### src/rtl/apb_read_master_if.sv
// Purpose: bundles the AHB-side request/response and APB-side bus signals of the read bridge.
// Latency: none (wires only).
// Backpressure: carried by PREADY (APB wait states) and o_HREADY (completion pulse).
//
// Ports (signals):
//   i_start_read_transfer, i_HADDR, i_HSIZE  - request from the AHB stage
//   o_HREADY, o_HRDATA, o_HRESP              - completion back to the AHB stage
//   PADDR, PSEL, PENABLE, PWRITE             - APB request
//   PRDATA, PREADY, PSLVERR                  - APB response
// Modports: master = bridge view, slave = environment (AHB stage + APB slave) view.
interface apb_read_master_if #(
  parameter int AHB_AW = 32,
  parameter int AHB_DW = 32,
  parameter int APB_DW = 8
);
  logic              i_start_read_transfer;
  logic [AHB_AW-1:0] i_HADDR;
  logic [2:0]        i_HSIZE;
  logic              o_HREADY;
  logic [AHB_DW-1:0] o_HRDATA;
  logic              o_HRESP;
  logic [AHB_AW-1:0] PADDR;
  logic              PSEL;
  logic              PENABLE;
  logic              PWRITE;
  logic [APB_DW-1:0] PRDATA;
  logic              PREADY;
  logic              PSLVERR;

  modport master (
    input  i_start_read_transfer, i_HADDR, i_HSIZE, PRDATA, PREADY, PSLVERR,
    output o_HREADY, o_HRDATA, o_HRESP, PADDR, PSEL, PENABLE, PWRITE
  );

  modport slave (
    output i_start_read_transfer, i_HADDR, i_HSIZE, PRDATA, PREADY, PSLVERR,
    input  o_HREADY, o_HRDATA, o_HRESP, PADDR, PSEL, PENABLE, PWRITE
  );
endinterface

### src/rtl/apb_read_master.sv
// Purpose: AHB-to-APB read bridge; splits one AHB read into APB_DW-wide APB beats and assembles the result.
// Latency: 2N+1 cycles from request acceptance to the o_HREADY pulse for N beats with no wait states.
// Backpressure: PREADY=0 stretches ACCESS indefinitely; new requests are only taken in IDLE.
//
// Ports:
//   HCLK    - bridge clock, rising edge
//   HRESET  - synchronous active-high reset, overrides everything
//   bus     - apb_read_master_if.master (AHB request/response + APB master signals)
module apb_read_master #(
  parameter int AHB_AW = 32,
  parameter int AHB_DW = 32,
  parameter int APB_DW = 8
) (
  input logic              HCLK,
  input logic              HRESET,
  apb_read_master_if.master bus
);

  localparam int BPB  = APB_DW / 8;           // bytes per APB beat
  localparam int MAXB = AHB_DW / APB_DW;      // most beats a transfer can need
  localparam int CW   = (MAXB > 1) ? $clog2(MAXB) : 1;

  localparam logic [2:0]        MAX_SIZE   = 3'($clog2(AHB_DW / 8));
  localparam logic [2:0]        BPB_LOG    = 3'($clog2(BPB));
  localparam logic [AHB_AW-1:0] ALIGN_MASK = ~AHB_AW'(BPB - 1);

  localparam logic [1:0] S_IDLE   = 2'd0;
  localparam logic [1:0] S_SETUP  = 2'd1;
  localparam logic [1:0] S_ACCESS = 2'd2;
  localparam logic [1:0] S_DONE   = 2'd3;

  logic [1:0]        state_q, state_d;
  logic [AHB_AW-1:0] addr_q,  addr_d;
  logic [CW-1:0]     beat_q,  beat_d;
  logic [CW-1:0]     last_q,  last_d;
  logic              err_q,   err_d;
  logic [AHB_DW-1:0] rdata_q, rdata_d;

  // HSIZE is only ever needed as "index of the last beat", so that is what
  // gets latched instead of the raw size field.
  logic [2:0]    size_sat;
  logic [CW-1:0] last_beat;

  always_comb begin
    size_sat = (bus.i_HSIZE > MAX_SIZE) ? MAX_SIZE : bus.i_HSIZE;
    if (size_sat <= BPB_LOG) begin
      last_beat = '0;
    end else begin
      last_beat = CW'((32'd1 << (size_sat - BPB_LOG)) - 32'd1);
    end
  end

  always_comb begin
    state_d = state_q;
    addr_d  = addr_q;
    beat_d  = beat_q;
    last_d  = last_q;
    err_d   = err_q;
    rdata_d = rdata_q;
    case (state_q)
      S_IDLE: begin
        if (bus.i_start_read_transfer) begin
          addr_d  = bus.i_HADDR;
          last_d  = last_beat;
          beat_d  = '0;
          err_d   = 1'b0;
          rdata_d = '0;
          state_d = S_SETUP;
        end
      end
      S_SETUP: begin
        state_d = S_ACCESS;
      end
      S_ACCESS: begin
        if (bus.PREADY) begin
          // Data is captured even on an error beat; the error flag tells the
          // AHB stage not to trust it.
          rdata_d[int'(beat_q) * APB_DW +: APB_DW] = bus.PRDATA;
          if (bus.PSLVERR) begin
            err_d   = 1'b1;
            state_d = S_DONE;
          end else if (beat_q == last_q) begin
            state_d = S_DONE;
          end else begin
            beat_d  = beat_q + CW'(1);
            state_d = S_SETUP;
          end
        end
      end
      S_DONE: begin
        state_d = S_IDLE;
      end
      default: begin
        state_d = S_IDLE;
      end
    endcase
  end

  always_ff @(posedge HCLK) begin
    if (HRESET) begin
      state_q <= S_IDLE;
      addr_q  <= '0;
      beat_q  <= '0;
      last_q  <= '0;
      err_q   <= 1'b0;
      rdata_q <= '0;
    end else begin
      state_q <= state_d;
      addr_q  <= addr_d;
      beat_q  <= beat_d;
      last_q  <= last_d;
      err_q   <= err_d;
      rdata_q <= rdata_d;
    end
  end

  // Outputs are pure functions of registered state, so PADDR stays put
  // through any number of wait states.
  assign bus.PADDR    = (addr_q & ALIGN_MASK) + AHB_AW'(int'(beat_q) * BPB);
  assign bus.PSEL     = (state_q == S_SETUP) || (state_q == S_ACCESS);
  assign bus.PENABLE  = (state_q == S_ACCESS);
  assign bus.PWRITE   = 1'b0;
  assign bus.o_HREADY = (state_q == S_DONE);
  assign bus.o_HRESP  = (state_q == S_DONE) && err_q;
  assign bus.o_HRDATA = rdata_q;

endmodule

### src/flat_wrapper.sv
// flat-port wrapper written by rule: the top's interface ports become plain ports
module apb_read_master_flat 
#(
  parameter int AHB_AW = 32,
  parameter int AHB_DW = 32,
  parameter int APB_DW = 8
)
  (HCLK, HRESET, bus_i_start_read_transfer, bus_i_HADDR, bus_i_HSIZE, bus_PRDATA, bus_PREADY, bus_PSLVERR, bus_o_HREADY, bus_o_HRDATA, bus_o_HRESP, bus_PADDR, bus_PSEL, bus_PENABLE, bus_PWRITE);
  apb_read_master_if #(.AHB_AW(AHB_AW), .AHB_DW(AHB_DW), .APB_DW(APB_DW)) bus_i ();
  input logic HCLK;
  input logic HRESET;
  input wire logic [$bits(bus_i.i_start_read_transfer)-1:0] bus_i_start_read_transfer;
  input wire logic [$bits(bus_i.i_HADDR)-1:0] bus_i_HADDR;
  input wire logic [$bits(bus_i.i_HSIZE)-1:0] bus_i_HSIZE;
  input wire logic [$bits(bus_i.PRDATA)-1:0] bus_PRDATA;
  input wire logic [$bits(bus_i.PREADY)-1:0] bus_PREADY;
  input wire logic [$bits(bus_i.PSLVERR)-1:0] bus_PSLVERR;
  output wire logic [$bits(bus_i.o_HREADY)-1:0] bus_o_HREADY;
  output wire logic [$bits(bus_i.o_HRDATA)-1:0] bus_o_HRDATA;
  output wire logic [$bits(bus_i.o_HRESP)-1:0] bus_o_HRESP;
  output wire logic [$bits(bus_i.PADDR)-1:0] bus_PADDR;
  output wire logic [$bits(bus_i.PSEL)-1:0] bus_PSEL;
  output wire logic [$bits(bus_i.PENABLE)-1:0] bus_PENABLE;
  output wire logic [$bits(bus_i.PWRITE)-1:0] bus_PWRITE;
  assign bus_i.i_start_read_transfer = bus_i_start_read_transfer;
  assign bus_i.i_HADDR = bus_i_HADDR;
  assign bus_i.i_HSIZE = bus_i_HSIZE;
  assign bus_i.PRDATA = bus_PRDATA;
  assign bus_i.PREADY = bus_PREADY;
  assign bus_i.PSLVERR = bus_PSLVERR;
  assign bus_o_HREADY = bus_i.o_HREADY;
  assign bus_o_HRDATA = bus_i.o_HRDATA;
  assign bus_o_HRESP = bus_i.o_HRESP;
  assign bus_PADDR = bus_i.PADDR;
  assign bus_PSEL = bus_i.PSEL;
  assign bus_PENABLE = bus_i.PENABLE;
  assign bus_PWRITE = bus_i.PWRITE;
  apb_read_master #(.AHB_AW(AHB_AW), .AHB_DW(AHB_DW), .APB_DW(APB_DW)) u_core (.HCLK(HCLK), .HRESET(HRESET), .bus(bus_i));
endmodule
### config.mk
export PLATFORM = sky130hd
export DESIGN_NAME = apb_read_master_flat
export DESIGN_NICKNAME = d
export VERILOG_FILES = /design/src/rtl/apb_read_master_if.sv /design/src/rtl/apb_read_master.sv /design/src/flat_wrapper.sv
export SDC_FILE = /design/constraint.sdc
export NUM_CORES = 1
export LEC_CHECK = 0
export CAP_MARGIN = 20
export CORE_ASPECT_RATIO = 0.5
export CORE_MARGIN = 2
export CORE_UTILIZATION = 45
export CTS_CLUSTER_SIZE = 25
export DETAILED_ROUTE_END_ITERATION = 16
export PLACE_DENSITY = 0.79
export REMOVE_ABC_BUFFERS = 1
export SETUP_SLACK_MARGIN = 0.4
export SLEW_MARGIN = 20
export SYNTH_ARGS = -nofsm -noshare
export SYNTH_HDL_FRONTEND = slang
export SYNTH_SLANG_ARGS = --single-unit
export TNS_END_PERCENT = 30
### constraint.sdc
create_clock -name HCLK -period 2.7 [get_ports HCLK]
set_input_delay 0.54 -clock HCLK [delete_from_list [all_inputs] [get_ports HCLK]]
set_output_delay 0.54 -clock HCLK [all_outputs]
set_load 0.005 [all_outputs]
* After elaboration in Yosys (flattened, before gate mapping)
Index checks and enable logic that the tools add are counted.
W data, S select, Z words.
** Storage, ports and cells
- Register bits after elaboration :: 71
- Input port bits :: 48
- Output and inout bits :: 69
- Logic and storage cells :: 53
** Cells by class
- Add/subtract/negate cells :: 4
- Order comparisons :: 2
- Eq/ne operators :: 9
- Shifts and indexed selects :: 3
- Muxes and demuxes :: 20
- Reduce and logical (&&, ||, !) cells :: 9
** Operator list (number)
- $mux W32 :: 2
- $pmux W32 S2 :: 1
- $neg A5 Y33 :: 1
- $shift A8 B33 Y32 const A :: 1
- $shiftx A8 B33 Y32 :: 1
- $add A32 B2 Y32 :: 1
- $bwmux W32 :: 1
- $mux W2 :: 9
- $ne A2 B2 Y1 const B :: 5
- $pmux W2 S4 :: 1
- $reduce_and A5 Y1 :: 1
- $eq A2 B2 Y1 const B :: 2
- $pmux W2 S2 :: 1
- $reduce_and A2 Y1 :: 2
- $reduce_and A4 Y1 :: 1
- $gt A3 B2 Y1 const B :: 1
- $le A3 B1 Y1 const B :: 1
- $mux W1 :: 3
- $mux W3 :: 1
- $reduce_and A3 Y1 :: 1
- $shl A1 B3 Y2 const A :: 1
- $add A2 B1 Y2 const B :: 1
- $eq A2 B1 Y1 const B :: 1
- $eq A2 B2 Y1 :: 1
- 6 further kinds :: 6

* Longest topological paths before layout
Gate-level depths: netlist (run 1).
- Depth in word-level cells :: 5
- Mapped depth :: 8
- Gate-level depth less buffers :: 6

* Worst setup path after synthesis (run 1)
OpenSTA, ideal clock, no wires.
- Kind :: reg-to-output
- Start :: register u_core.beat_q[0]
- End :: output port bus_PADDR[28]
- Data arrival time :: 1.789 ns
- Data required time :: 2.160 ns
- Setup slack :: 0.371 ns
- Cell stages (with the launch flop) :: 7
- Path buffers :: 0
- Cells stage by stage :: dfxtp_1 ha_1 fa_1 nand4_1 nor3_2 nand4_1 xnor2_1
** Between the ends
- Word-level cells in the longest chain between the ends :: 1
** Ends and longest elaborated chain
- start: declaration :: RTL line apb_read_master.sv:34 : logic [CW-1:0] beat_q, beat_d;
- start signal: assignment :: RTL line apb_read_master.sv:110 : beat_q <= beat_d;
- $add A32 B2 Y32 :: RTL line apb_read_master.sv:119 : assign bus.PADDR = (addr_q & ALIGN_MASK) + AHB_AW'(int'(beat_q) * BPB);
- end: declaration :: RTL line flat_wrapper.sv:21 : output wire logic [$bits(bus_i.PADDR)-1:0] bus_PADDR;
No other way between the ends.

* Worst setup path in the final report (run 1)
- Start :: register u_core.beat_q[0]
- End :: output port bus_PADDR[8]
The elaborated chain is that of the path after synthesis.

==> summary.txt, run 1 <==
Leading area contributor after synthesis: dfxtp_1
Vias: 3791
GP Congestion: 0.842
IO Port Bufs: 115
Leakage: 2.24 nW
Routed len/inst: 16.1 um
Register bit total from synthesis: 71
Multi-input gate area: 2200 sq um
Proportion of layout cells with a drive suffix above 1: 0.223
Setup-failing EPs final: 0
All-Layer GR Usage: 0.265
Commonest non-fill, non-tap cell in the layout: nand2_1
Drt total wl: 11.1 mm
Initial antenna violation count: 0
Vias in the first global route: 3622
Worst relative slew slack: 0.635
Inst Count DP: 655
CP required: 2.16 ns
Final net count: 638
Final Hold Violating Endpoints: 0
Root Driver: clkbuf_16
Setup TNS: 0 ns
Critical path class: flip-flop to output pin
Crit start category: flip-flop
Cells after Synth: 445
Die W: 130 um
Worst-path maximum fanout: 4
Initial core utilization: 0.475
Met2 global-route usage: 0.459
Gr ovfl total: 0
Row count: 22
Final Skew: 0.00553 ns
Max_cap viols: 0
Min Hold Slack: 0.455 ns
First-pass GRT wire length: 17.8 mm
GR Util met3: 0.0723
TritonCTS clock tree: yes
Commonest non-fill, non-tap cells in the layout: nand2_1 (89), clkdlybuf4s50_1 (83), a21oi_1 (63)
Clock transition at the registers of the reported paths: 0.06 ns
GR Util met1: 0.325
Clk sinks: 71
CTS Hold Buffers Added: 0
Final antenna diode count: 0
Tmin final: 2.69 ns
Largest net degree at the start of global routing: 72
H-tree lvl count: 3
Pwr Density: 599 nW/um^2
Storage cell area: 1450 sq um
Starting DRT DRC Count: 348
VDD IR max: 0.346 mV
Worst slew pin tran: 0.545 ns
Busiest layer in global routing: met2
Yosys cell types: 41
Avg Cell Area, Syn: 8.02 sq um
Tcrit/Tclk final: 0.996
Slew Limit Fails: 0
I/O Pins: 117
Leading post-synthesis cells by cell area: dfxtp_1 (40%), nand2_1 (9.5%), a21oi_1 (8.8%)
Fmax: 0.372 GHz
Die H: 67.0 um
Core Region: 7510 sq um
FF-to-FF path depth: 7
RSZ-0062 raised after global routing: yes
Num CTS Buffers: 9
Drt first pass iters: 4
Hold Path Depth: 2
Area of the die: 8700 sq um
Final Non-Filler Cells: 691
Critical Path AT: 2.15 ns
Fillers: 569
P&R area growth vs syn: 53.7%
Clock Latency Late Sink: 0.34 ns
Setup crit end kind: output pin
Area of the mapped netlist: 3570 sq um
DRC Markers: 0
Worst Hold Class: flip-flop to flip-flop
Status: complete, no violations
Yosys warns: 0
Routed vias/inst: 5.49
Clk buf depth: 2
Post-route ant nets: 0
Seq/Total Area, Yosys: 0.398
Synth top area share: 0.398
DP HPWL: 6.78 mm
per-stage QoR:
step	total power (W)	setup slack (ns)	instance area, sq um	util
CTS	0.00328	0.103	5460	0.727
global placement	0.00192	-0.0230	4840	0.644
floorplan	0.00156	0.371	3450	-
detailed placement	0.00192	-0.128	4840	0.644
finish	0.00329	0.0115	5480	0.729
global route	0.00343	-0.0709	5480	0.729
path summary, 6_finish.rpt:
| path | from | end | slack (ns) |
|---|---|---|---|
| worst max-delay path | u_core.beat_q[0] | bus_PADDR[8] | 0.01 |
| worst min register to register | u_core.bus.o_HRDATA[8] | u_core.bus.o_HRDATA[8] | 0.45 |
| worst min-delay path | u_core.bus.o_HRDATA[8] | u_core.bus.o_HRDATA[8] | 0.45 |
| worst max register to register | u_core.state_q[0] | u_core.bus.o_HRDATA[24] | 0.66 |
report_power, final:
| part | total (W) | internal, W | switching, W |
|---|---|---|---|
| clock | 0.00138 | 0.000924 | 0.000459 |
| sequential | 0.00121 | 0.00113 | 0.0000846 |
| combinational | 0.000691 | 0.000292 | 0.000400 |
registers in the layout, indices dropped and copies added (netlist names):
| register | flops |
|---|---|
| u_core.addr_q | 32 |
| u_core.state_q | 2 |
| u_core.bus.o_HRDATA | 32 |
| u_core.err_q | 1 |
| u_core.last_q | 2 |
| u_core.beat_q | 2 |
synthesized netlist by cell type (all sizes together):
cell and instances:
ha 11, buf 10, nor4 5, a41oi 2, nor2 19, nand4b 1
a21oi 63, conb 1, nor3b 1, a21o 2, and3b 1, a31oi 2
xnor2 17, clkbuf 16, and2 4, nand2b 6, nand3b 2, nor3 12
nand4 24, nand3 41, a41o 1, a32oi 6, xor2 15, inv 7
fa 1, nand2 91, a211oi 1, and3 6, dfxtp 71, and4 5
or2 1
routing by layer:
metal	wire length (um)	up-vias
li1	-	1827
met1	4750	1810
met2	5520	132
met3	673	22
met4	190	0
met5	0	-
kinds of logic (layout without fill, tap and decap cells):
logic type | Yosys count | in the layout | synth area share
xor+xnor | 32 | 32 | 0.0786
flops | 71 | 71 | 0.398
buf+inv | 33 | 170 | 0.0407
fa+ha+maj | 12 | 12 | 0.0442
compound gates | 77 | 77 | 0.125
other cells | 1 | 1 | 0.00105
simple gates | 219 | 220 | 0.312
critical path: stages, from the launching register on:
cell and delay, ns:
dfxtp_2 0.34, ha_4 0.17, fa_2 0.38, nand4_1 0.17
buf_4 0.15, buf_6 0.08, buf_6 0.12, nor2_2 0.04
xor2_1 0.20, buf_2 0.15
area by class of cell:
cell class | count | area share
Clock buffer | 10 | 0.0436
Clock inverter | 6 | 0.0196
Inverter | 7 | 0.00479
Multi-Input combinational cell | 342 | 0.401
Sequential cell | 71 | 0.265
Tap cell | 108 | 0.0247
Timing Repair Buffer | 147 | 0.241
repair_timing:
item | in CTS | in global routing
pin swaps | 26 | 33
resized for setup | 121 | 53
cloned | 1 | 0
endpoints found under the setup margin | 32 | 39
buffers inserted | 18 | 1
Power figures use the tool's default switching activity.
==> inputs of run 2 (changes only) <==
--- a/config.mk
+++ b/config.mk
@@ -11,7 +11,7 @@
 export CORE_UTILIZATION = 45
 export CTS_CLUSTER_SIZE = 25
 export DETAILED_ROUTE_END_ITERATION = 16
-export PLACE_DENSITY = 0.79
+export PLACE_DENSITY = 0.81
 export REMOVE_ABC_BUFFERS = 1
 export SETUP_SLACK_MARGIN = 0.4
 export SLEW_MARGIN = 20
==> constraint.sdc (replaced) <==
create_clock -name HCLK -period 2.7 [get_ports HCLK]
set_input_delay 0.54 -clock HCLK [delete_from_list [all_inputs] [get_ports HCLK]]
set_output_delay 0.54 -clock HCLK [all_outputs]
set_load 0.01 [all_outputs]
==> run 2 against run 1 <==
Against the previous run: combinational power up 4.9%; first-iteration DRC count fell by 7.2%; via count shrank 2.0%; register-to-register slack lost 0.12 ns; critical path depth did not move; power is 7.6% lower; hold slack lost 0.0041 ns; cell count shrank 0.29%; fmax grew 2.6%; largest power group is now registers; sequential share of layout area rose by 0.51 points.
==> summary.txt, run 2 (synthesis results as in run 1) <==
Leakage: 2.08 nW (was 2.24 nW)
Status: complete, no violations (unchanged)
Setup crit end kind: output pin (unchanged)
Commonest non-fill, non-tap cell in the layout: nand2_1 (unchanged)
CP peak stage delay: 0.35 ns (was 0.38 ns)
VDD IR max: 0.350 mV (was 0.346 mV)
Num CTS Buffers: 9 (unchanged)
Starting DRT DRC Count: 323 (was 348)
Post-route ant nets: 0 (unchanged)
Routed vias/inst: 5.39 (was 5.49)
Die H: 67.0 um (unchanged)
CP required: 2.16 ns (about the same)
Final Hold Violating Endpoints: 0 (unchanged)
Clock transition at the registers of the reported paths: 0.06 ns (about the same)
Pwr Density: 568 nW/um^2 (was 599 nW/um^2)
First-pass GRT wire length: 16.1 mm (was 17.8 mm)
All-Layer GR Usage: 0.239 (was 0.265)
Critical path class: flip-flop to output pin (unchanged)
FF-to-FF setup slack: 0.54 ns (was 0.66 ns)
Crit start category: flip-flop (unchanged)
Initial antenna violation count: 0 (unchanged)
Initial core utilization: 0.475 (unchanged)
Routed len/inst: 15.0 um (was 16.1 um)
Critical Path AT: 2.08 ns (was 2.15 ns)
Final Skew: 0.00407 ns (was 0.00553 ns)
Largest net degree at the start of global routing: 35 (was 72)
Core Region: 7510 sq um (unchanged)
Vias: 3714 (was 3791)
DRC Markers: 0 (unchanged)
FF-to-FF path depth: 7 (unchanged)
Clk buf depth: 2 (unchanged)
CTS Hold Buffers Added: 0 (unchanged)
Root Driver: clkbuf_16 (unchanged)
Drt first pass iters: 5 (was 4)
Worst relative slew slack: 0.656 (was 0.635)
H-tree lvl count: 3 (unchanged)
Drt total wl: 10.4 mm (was 11.1 mm)
Hold path start: u_core.bus.o_HRDATA[3] (was u_core.bus.o_HRDATA[8])
I/O Pins: 117 (unchanged)
GP Congestion: 0.865 (was 0.842)
Slew Limit Fails: 0 (unchanged)
CP Cell Sequence: ha_4 -> fa_2 -> nand4_1 -> nor3_4 -> buf_12 -> buf_4 -> nand2_2 -> xnor2_2 -> buf_2 (was ha_4 -> fa_2 -> nand4_1 -> buf_4 -> buf_6 -> buf_6 -> nor2_2 -> xor2_1 -> buf_2)
Final net count: 636 (was 638)
TritonCTS clock tree: yes (unchanged)
Worst r2r dst: u_core.bus.o_HRDATA[23] (was u_core.bus.o_HRDATA[24])
Worst-path maximum fanout: 8 (was 4)
Final antenna diode count: 0 (unchanged)
Tmin final: 2.62 ns (was 2.69 ns)
Gr ovfl total: 0 (unchanged)
Worst Hold Class: flip-flop to flip-flop (unchanged)
IO Port Bufs: 115 (unchanged)
DP HPWL: 6.99 mm (was 6.78 mm)
Worst slew pin tran: 0.514 ns (was 0.545 ns)
Hold Path Depth: 2 (unchanged)
Worst Hold Path EP: u_core.bus.o_HRDATA[3] (was u_core.bus.o_HRDATA[8])
Post-route cell area: 5340 sq um (was 5480 sq um)
Commonest non-fill, non-tap cells in the layout: nand2_1 (89), clkdlybuf4s50_1 (85), a21oi_1 (63) (was nand2_1 (89), clkdlybuf4s50_1 (83), a21oi_1 (63))
Tcrit/Tclk final: 0.971 (was 0.996)
DP Area: 4860 sq um (was 4840 sq um)
Area of the die: 8700 sq um (unchanged)
Row count: 22 (unchanged)
R2r startpoint: u_core.state_q[0] (unchanged)
Inst Count DP: 659 (was 655)
Clock Latency Late Sink: 0.34 ns (about the same)
RSZ-0062 raised after global routing: yes (unchanged)
Clk sinks: 71 (unchanged)
Post-layout util: 0.711 (was 0.729)
Final Power: 0.00304 W (was 0.00329 W)
Max_cap viols: 0 (unchanged)
Fmax: 0.382 GHz (was 0.372 GHz)
Placement Setup Slack: -0.0663 ns (was -0.128 ns)
Setup-failing EPs final: 0 (unchanged)
Proportion of layout cells with a drive suffix above 1: 0.182 (was 0.223)
Final Non-Filler Cells: 689 (was 691)
P&R area growth vs syn: 49.7% (was 53.7%)
Worst path slowest cell: dfxtp_2 (was fa_2)
Die W: 130 um (unchanged)
Vias in the first global route: 3397 (was 3622)
Final WS setup: 0.0794 ns (was 0.0115 ns)
run 2: cell types whose count changed in the layout (fill, tap and decap cells not counted), moves of 4 or more:
| cell | previous run | this run |
|---|---|---|
| buf_4 | 22 | 28 |
| dfxtp_1 | 54 | 60 |
| dfxtp_2 | 13 | 8 |
| dlygate4sd2_1 | 0 | 7 |
| buf_6 | 8 | 0 |
| clkbuf_2 | 4 | 0 |
| dlymetal6s2s_1 | 4 | 0 |
run 2: how the worst max path moves through the flow:
| stage | startpoint | endpoint | cells after the start |
|---|---|---|---|
| floorplan | u_core.beat_q[0] | bus_PADDR[28] | 6 |
| global placement | u_core.beat_q[0] | bus_PADDR[16] | 7 |
| detailed placement | u_core.beat_q[0] | bus_PADDR[16] | 7 |
| CTS | u_core.addr_q[0] | bus_PADDR[16] | 8 |
| global route | u_core.beat_q[0] | bus_PADDR[14] | 9 |
| finish | u_core.beat_q[0] | bus_PADDR[14] | 9 |
run 2: cell type report:
| cell class | instances | area (sq um) |
|---|---|---|
| flip-flops and latches | 71 | 1440 |
| well taps | 108 | 135 |
| multi-input cells | 341 | 2150 |
| clock buffers | 12 | 256 |
| clock inverters | 4 | 20.0 |
| repair buffers | 146 | 1310 |
| fillers | 572 | 2170 |
| inverters | 7 | 26.3 |
run 2: through the flow:
step / hold WS [ns] / setup TNS [ns]
6_report: 0.451 / 0
4_1_cts: 0.453 / 0
3_3_place_gp: 0.442 / -0.0351
2_1_floorplan: 0.434 / 0
3_5_place_dp: 0.446 / -0.396
5_1_grt: 0.474 / 0
run 2: repair_timing:
action,in CTS,in global routing
setup endpoints to repair,32,38
setup buffers,10,4
pin swaps,16,14
resized for setup,109,20
run 2: metal layers:
layer	GRT usage	vias up	routed length [um]
li1	-	1813	-
met1	0.286	1753	4530
met2	0.418	133	4970
met3	0.0683	15	706
met4	0.0766	0	147
met5	0	-	0
run 2: critical path: cells and delay by family (launching register included):
family                     cells  cell delay (ns)
and+or+nand+nor                3             0.46
buffers and inverters          3             0.42
DFF                            1             0.35
adders and majority gates      2             0.34
xor gates and xnor gates       1             0.17
run 2: power breakdown:
| group | total [W] | switching [W] | internal [W] |
|---|---|---|---|
| logic | 0.000725 | 0.000428 | 0.000297 |
| clock network | 0.00111 | 0.000441 | 0.000665 |
| registers | 0.00120 | 0.0000801 | 0.00112 |
| total | 0.00304 | 0.000949 | 0.00209 |
